### config.mk
export PLATFORM = sky130hd
export DESIGN_NAME = mesh_adapter_job_pe_match
export DESIGN_NICKNAME = d
export VERILOG_FILES = /design/src/rtl/mesh_adapter_job_pe_match.sv
export SDC_FILE = /design/constraint.sdc
export NUM_CORES = 1
export LEC_CHECK = 0
export CORE_MARGIN = 4
export CORE_UTILIZATION = 40
export CTS_CLUSTER_DIAMETER = 80
export CTS_CLUSTER_SIZE = 14
export DETAILED_ROUTE_END_ITERATION = 16
export PLACE_DENSITY_LB_ADDON = 0.3
export SETUP_SLACK_MARGIN = 0.15
export SKIP_CTS_REPAIR_TIMING = 1
export SLEW_MARGIN = 20
export SYNTH_ARGS = -nofsm -noshare
export SYNTH_HDL_FRONTEND = slang
export SYNTH_SLANG_ARGS = --single-unit
### constraint.sdc
create_clock -name clk -period 5.2 [get_ports clk]
set_input_delay 1.04 -clock clk [delete_from_list [all_inputs] [get_ports clk]]
set_output_delay 1.04 -clock clk [all_outputs]
set_load 0.05 [all_outputs]
### src/rtl/mesh_adapter_job_pe_match.sv
// Job-PE endpoint of the match-request mesh: issues request flits, reorders match-length responses.
// Optional macro MESH_ADAPTER_JOB_PE_RESP_BYPASS_EN: same-cycle bypass of a head-slot response.
module mesh_adapter_job_pe_match #(
    parameter int ADDR_WIDTH       = 16,
    parameter int MESH_W           = 64,
    parameter int MESH_X_SIZE_LOG2 = 2,
    parameter int MESH_Y_SIZE_LOG2 = 2,
    parameter int LAZY_LEN         = 4,
    parameter int LAZY_LEN_LOG2    = 2,
    parameter int MATCH_LEN_WIDTH  = 8,
    parameter int NUM_JOB_PE_LOG2  = MESH_X_SIZE_LOG2 + MESH_Y_SIZE_LOG2 - 1,
    parameter logic [MESH_X_SIZE_LOG2-1:0] SELF_X      = '0,
    parameter logic [MESH_Y_SIZE_LOG2-2:0] SELF_Y_HALF = '0,
    parameter int PE_SEL_LSB       = 4
) (
    input  logic                        clk,
    input  logic                        rst_n,
    input  logic                        job_req_valid,
    output logic                        job_req_ready,
    input  logic [ADDR_WIDTH-1:0]       job_req_head_addr,
    input  logic [ADDR_WIDTH-1:0]       job_req_history_addr,
    output logic                        job_resp_valid,
    input  logic                        job_resp_ready,
    output logic [MATCH_LEN_WIDTH-1:0]  job_resp_match_len,
    output logic                        to_mesh_valid,
    input  logic                        to_mesh_ready,
    output logic [MESH_X_SIZE_LOG2-1:0] to_mesh_x_dst,
    output logic [MESH_Y_SIZE_LOG2-1:0] to_mesh_y_dst,
    output logic [MESH_W-1:0]           to_mesh_payload,
    input  logic                        from_mesh_valid,
    output logic                        from_mesh_ready,
    input  logic [MESH_W-1:0]           from_mesh_payload,
    output logic                        idle,
    output logic                        err_spurious
);
    localparam int RSP_W = LAZY_LEN_LOG2 + MATCH_LEN_WIDTH;
    localparam logic [LAZY_LEN_LOG2:0] FULL = (LAZY_LEN_LOG2 + 1)'(LAZY_LEN);

    logic [LAZY_LEN_LOG2-1:0]    wr_ptr_reg;
    logic [LAZY_LEN_LOG2-1:0]    rd_ptr_reg;
    logic [LAZY_LEN_LOG2:0]      count_reg;
    logic                        occ_reg  [LAZY_LEN];
    logic                        done_reg [LAZY_LEN];
    logic [MATCH_LEN_WIDTH-1:0]  len_reg  [LAZY_LEN];
    logic                        out_vld_reg;
    logic [MESH_X_SIZE_LOG2-1:0] x_reg;
    logic [MESH_Y_SIZE_LOG2-1:0] y_reg;
    logic [MESH_W-1:0]           payload_reg;
    logic                        err_reg;

    logic                        issue;
    logic                        rel_fire;
    logic                        resp_ok;
    logic                        resp_store;
    logic [LAZY_LEN_LOG2-1:0]    resp_tag;
    logic [MATCH_LEN_WIDTH-1:0]  resp_len;
    logic                        unused_payload_bits;

    assign resp_tag            = from_mesh_payload[LAZY_LEN_LOG2-1:0];
    assign resp_len            = from_mesh_payload[LAZY_LEN_LOG2 +: MATCH_LEN_WIDTH];
    assign unused_payload_bits = ^from_mesh_payload[MESH_W-1:RSP_W];

    // A response is legal only for a slot that is outstanding and not yet answered.
    assign resp_ok         = from_mesh_valid && occ_reg[resp_tag] && !done_reg[resp_tag];
    assign from_mesh_ready = 1'b1;

    assign job_req_ready = (count_reg != FULL) && (!out_vld_reg || to_mesh_ready);
    assign issue         = job_req_valid && job_req_ready;

`ifdef MESH_ADAPTER_JOB_PE_RESP_BYPASS_EN
    logic bypass_hit;
    assign bypass_hit         = resp_ok && (resp_tag == rd_ptr_reg);
    assign job_resp_valid     = (occ_reg[rd_ptr_reg] && done_reg[rd_ptr_reg]) || bypass_hit;
    assign job_resp_match_len = bypass_hit ? resp_len : len_reg[rd_ptr_reg];
    assign resp_store         = resp_ok && !(bypass_hit && job_resp_ready);
`else
    assign job_resp_valid     = occ_reg[rd_ptr_reg] && done_reg[rd_ptr_reg];
    assign job_resp_match_len = len_reg[rd_ptr_reg];
    assign resp_store         = resp_ok;
`endif

    assign rel_fire = job_resp_valid && job_resp_ready;

    assign to_mesh_valid   = out_vld_reg;
    assign to_mesh_x_dst   = x_reg;
    assign to_mesh_y_dst   = y_reg;
    assign to_mesh_payload = payload_reg;
    assign idle            = (count_reg == '0) && !out_vld_reg;
    assign err_spurious    = err_reg;

    always_ff @(posedge clk or negedge rst_n) begin
        if (!rst_n) begin
            wr_ptr_reg <= '0;
            rd_ptr_reg <= '0;
            count_reg  <= '0;
            err_reg    <= 1'b0;
        end else begin
            if (issue)
                wr_ptr_reg <= wr_ptr_reg + 1'b1;
            if (rel_fire)
                rd_ptr_reg <= rd_ptr_reg + 1'b1;
            case ({issue, rel_fire})
                2'b10:   count_reg <= count_reg + 1'b1;
                2'b01:   count_reg <= count_reg - 1'b1;
                default: count_reg <= count_reg;
            endcase
            if (from_mesh_valid && !resp_ok)
                err_reg <= 1'b1;
        end
    end

    // Flit register: data only changes on issue, which is blocked while a flit is stalled.
    always_ff @(posedge clk or negedge rst_n) begin
        if (!rst_n) begin
            out_vld_reg <= 1'b0;
            x_reg       <= '0;
            y_reg       <= '0;
            payload_reg <= '0;
        end else begin
            if (issue) begin
                out_vld_reg <= 1'b1;
                x_reg       <= job_req_history_addr[PE_SEL_LSB +: MESH_X_SIZE_LOG2];
                y_reg       <= {SELF_Y_HALF, 1'b1};
                payload_reg <= MESH_W'({job_req_head_addr, job_req_history_addr,
                                        wr_ptr_reg, SELF_Y_HALF, SELF_X});
            end else if (to_mesh_ready) begin
                out_vld_reg <= 1'b0;
            end
        end
    end

    for (genvar gi = 0; gi < LAZY_LEN; gi++) begin : g_entry
        always_ff @(posedge clk or negedge rst_n) begin
            if (!rst_n) begin
                occ_reg[gi]  <= 1'b0;
                done_reg[gi] <= 1'b0;
                len_reg[gi]  <= '0;
            end else begin
                if (issue && wr_ptr_reg == LAZY_LEN_LOG2'(gi)) begin
                    occ_reg[gi]  <= 1'b1;
                    done_reg[gi] <= 1'b0;
                end else if (rel_fire && rd_ptr_reg == LAZY_LEN_LOG2'(gi)) begin
                    occ_reg[gi]  <= 1'b0;
                    done_reg[gi] <= 1'b0;
                end else if (resp_store && resp_tag == LAZY_LEN_LOG2'(gi)) begin
                    done_reg[gi] <= 1'b1;
                end
                if (resp_store && resp_tag == LAZY_LEN_LOG2'(gi))
                    len_reg[gi] <= resp_len;
            end
        end
    end
endmodule

==> results.md <==
* Outcome: complete, no violations
* Compound-cell area share of the yosys netlist at 0.0506
* Max reg flops at 33
* 1st-pass router iterations at 4
* Synth cell count leaders: dfrtp_1 (84), mux2_2 (64), buf_4 (34), ha_1 (9)
* Synthesized instance count at 282
* Starting Density at 0.417
* Routed vias/inst at 4.82
* I/O pins at 184
* Net Sw Frac at 0.447
* Flop pwr share at 0.321
* Initial antenna violation count at 0
* Clock latency on the worst-skew pair at 350 ps
* Slew Viols, Final at 0
* Seq/Total Area, Yosys at 0.535
* Vias in the first global route at 2,493
* Port Buffers at 97
* CP top delay family: buffers and inverters
* Worst path bufs/invs at 2
* CTS tree: done
* Post-Synth XOR/XNOR Area at 0.00891
* Worst reg2reg endpoint: count_reg[2]
* Largest family of logic cells by synthesized area: multiplexers
* Final hold violation count at 0
* DRC viols at 0
* Worst EP required at 4160 ps
* Setup slack, reg-to-reg at 2540 ps
* Chip width at 107 µm
* Fin util at 0.537
* Remaining antenna violation count after routing at 0
* Die H at 107 µm
* Final wirelength at 8.00 mm
* Clock Power Share at 0.135
* Clock skew at 12.2 ps
* YS warnings at 0
* Hold Path Depth at 1
* GR Util All Layers at 0.145
* P&R area growth vs syn at 28.7%
* Syn avg cell area at 13.9 µm²
* Simple-Gate Fraction of Synth Area at 0.0372
* Maxcap violations at 0
* Critical path's slowest cell: clkdlybuf4s50_1
* Internal power at 2.03 mW
* Netlist cell types at 39
* Number of buffers created by CTS at 9
* CTS Buffer Depth at 2
* Crit Path Category: reg2out
* Setup_tns at 0 ps
* DRT iter0 DRCs at 119
* Number of synthesized flops with an enable pin at 0
* Synth top area share at 0.535
* CP Launch Type: flop
* Worst slew pin tran at 956 ps
* Largest net degree at the start of global routing at 85
* Combinational power share at 0.544
* Row cnt at 35
* Slew HR at 0.361
* CP peak stage delay at 830 ps
* Crit share post-route at 0.732
* Share of cells above drive strength 1 at 0.247
* Max Clk Rate at 0.263 GHz
* NetSw at 1.64 mW
* First-pass GRT wire length at 12.9 mm
* Leak pwr at 2.13 nW
* Mux cell area share after synthesis at 0.238
* Root Buffer: clkbuf_8
* RePlAce Congestion at 0.805
* Async S/R FF share, synth at 1.00
* GRT overflow at 0
* DR WL/cell at 15.7 µm
* Synth Area in Adders at 0.0337
* Core Area at 9420 µm²
* CP endpoint kind: output port
* Largest area contributor in the netlist: dfrtp_1
* Clock Pin Slew Worst Setup and Hold Paths at 90 ps
* Cells on worst reg2reg path at 9
* Tmin final at 3810 ps
* Worst Path Max Fanout at 17
* Setup violators final at 0
* Die Footprint at 11,500 µm²
* CP arrival at 2770 ps
* Clk sink count at 84
* Layout net count at 489
* Hold Startpoint: to_mesh_y_dst[0]
* Seq cells post-synth at 84
* DP HPWL at 5.54 mm
* Synth top area cells: dfrtp_1 (53%), mux2_2 (18%), buf_4 (6.5%), mux4_2 (4.6%), ha_1 (2.9%)
* Worst min-delay path class: reg2reg
* Critical-path cell list: nand3_1, o211ai_1, o21ai_0, inv_1, clkdlybuf4s50_1
* Post-Syn Area at 3930 µm²
* Unrepaired setup endpoints after global routing: no
* RR Startpoint: rd_ptr_reg[1]
* P per Cell Area at 726 nW/µm²
* Detailed-route via count at 2,456
* Ant diodes at 0
* Fillcell total at 825
* Main synth FF type: dfrtp_1
* # H-tree levels at 3
* Worst Hold End: to_mesh_y_dst[0]
* Worst setup path start: rd_ptr_reg[1]
* Worst VDD drop at 0.326 mV
* Count leader, synth: dfrtp_1
## cell families (layout without fill, tap and decap cells)
logic type | after synthesis | count (layout)
other cells | 2 | 32
fa+ha+maj | 10 | 10
xor+xnor | 4 | 4
compound gates | 26 | 26
buf+inv | 54 | 123
flops | 84 | 84
simple gates | 27 | 27
mux | 75 | 75
## power groups by stage
stage	registers (mW)	clock network, mW	logic, mW
finish	1.18	0.496	2.00
global route	1.23	0.531	2.11
CTS	1.18	0.509	2.02
detailed placement	1.19	0	2.01
global placement	1.17	0	1.99
floorplan	1.58	0	1.04
## per-layer routing
metal  part of all wire  track usage  up-vias
li1                   -            -     1117
met3              0.047       0.0181       10
met4              0.017       0.0658        0
met2               0.51        0.240       87
met1               0.42        0.190     1242
met5                  0            0        -
## how the worst max path moves through the flow
| stage | depth (start not counted) | endpoint |
|---|---|---|
| 6_report | 5 | job_resp_valid |
| 5_1_grt | 5 | job_resp_valid |
| 4_1_cts | 5 | job_resp_valid |
| 3_5_place_dp | 4 | job_req_ready |
| 3_3_place_gp | 4 | job_req_ready |
| 2_1_floorplan | 1 | idle |
## per-stage QoR
| stage | hold WS [ps] | total power, mW | instances | worst slack [ps] | instance area, µm² |
|---|---|---|---|---|---|
| 2_1_floorplan | 472 | 2.62 | 312 | 2090 | 4040 |
| 3_3_place_gp | 462 | 3.16 | 495 | 1610 | 4850 |
| 3_5_place_dp | 457 | 3.20 | 495 | 1640 | 4850 |
| 4_1_cts | 492 | 3.71 | 510 | 1360 | 5050 |
| 5_1_grt | 521 | 3.87 | 510 | 1210 | 5060 |
| 6_report | 489 | 3.67 | 510 | 1390 | 5060 |
## area by class of cell
class                      instances  area (µm²)  area share
tap                              129         161      0.0319
clock inverter                     4        75.1      0.0148
clock buffer                      11         131      0.0260
multi-input combinational        174        1570       0.310
inverter                          10        37.5     0.00742
sequential                        84        2100       0.416
timing repair buffer              98         980       0.194
## cell usage in the layout (no fill, tap or decap), types with 2 or more instances in the layout
cell type / instances
a21boi_0: 4
a21oi_1: 4
a221o_1: 4
a221oi_1: 3
bufinv_16: 2
clkbuf_1: 2
clkbuf_8: 9
clkdlybuf4s50_1: 96
clkinvlp_4: 2
conb_1: 32
dfrtp_1: 84
ha_1: 9
inv_1: 8
inv_2: 2
mux2_1: 3
mux2_2: 64
mux4_2: 8
nand2_1: 6
nand2b_1: 4
nand3_1: 2
nor2_1: 6
nor3b_1: 2
o21ai_0: 4
xnor2_1: 2
xor2_1: 2
No activity file was read; power rests on OpenSTA's default activity.
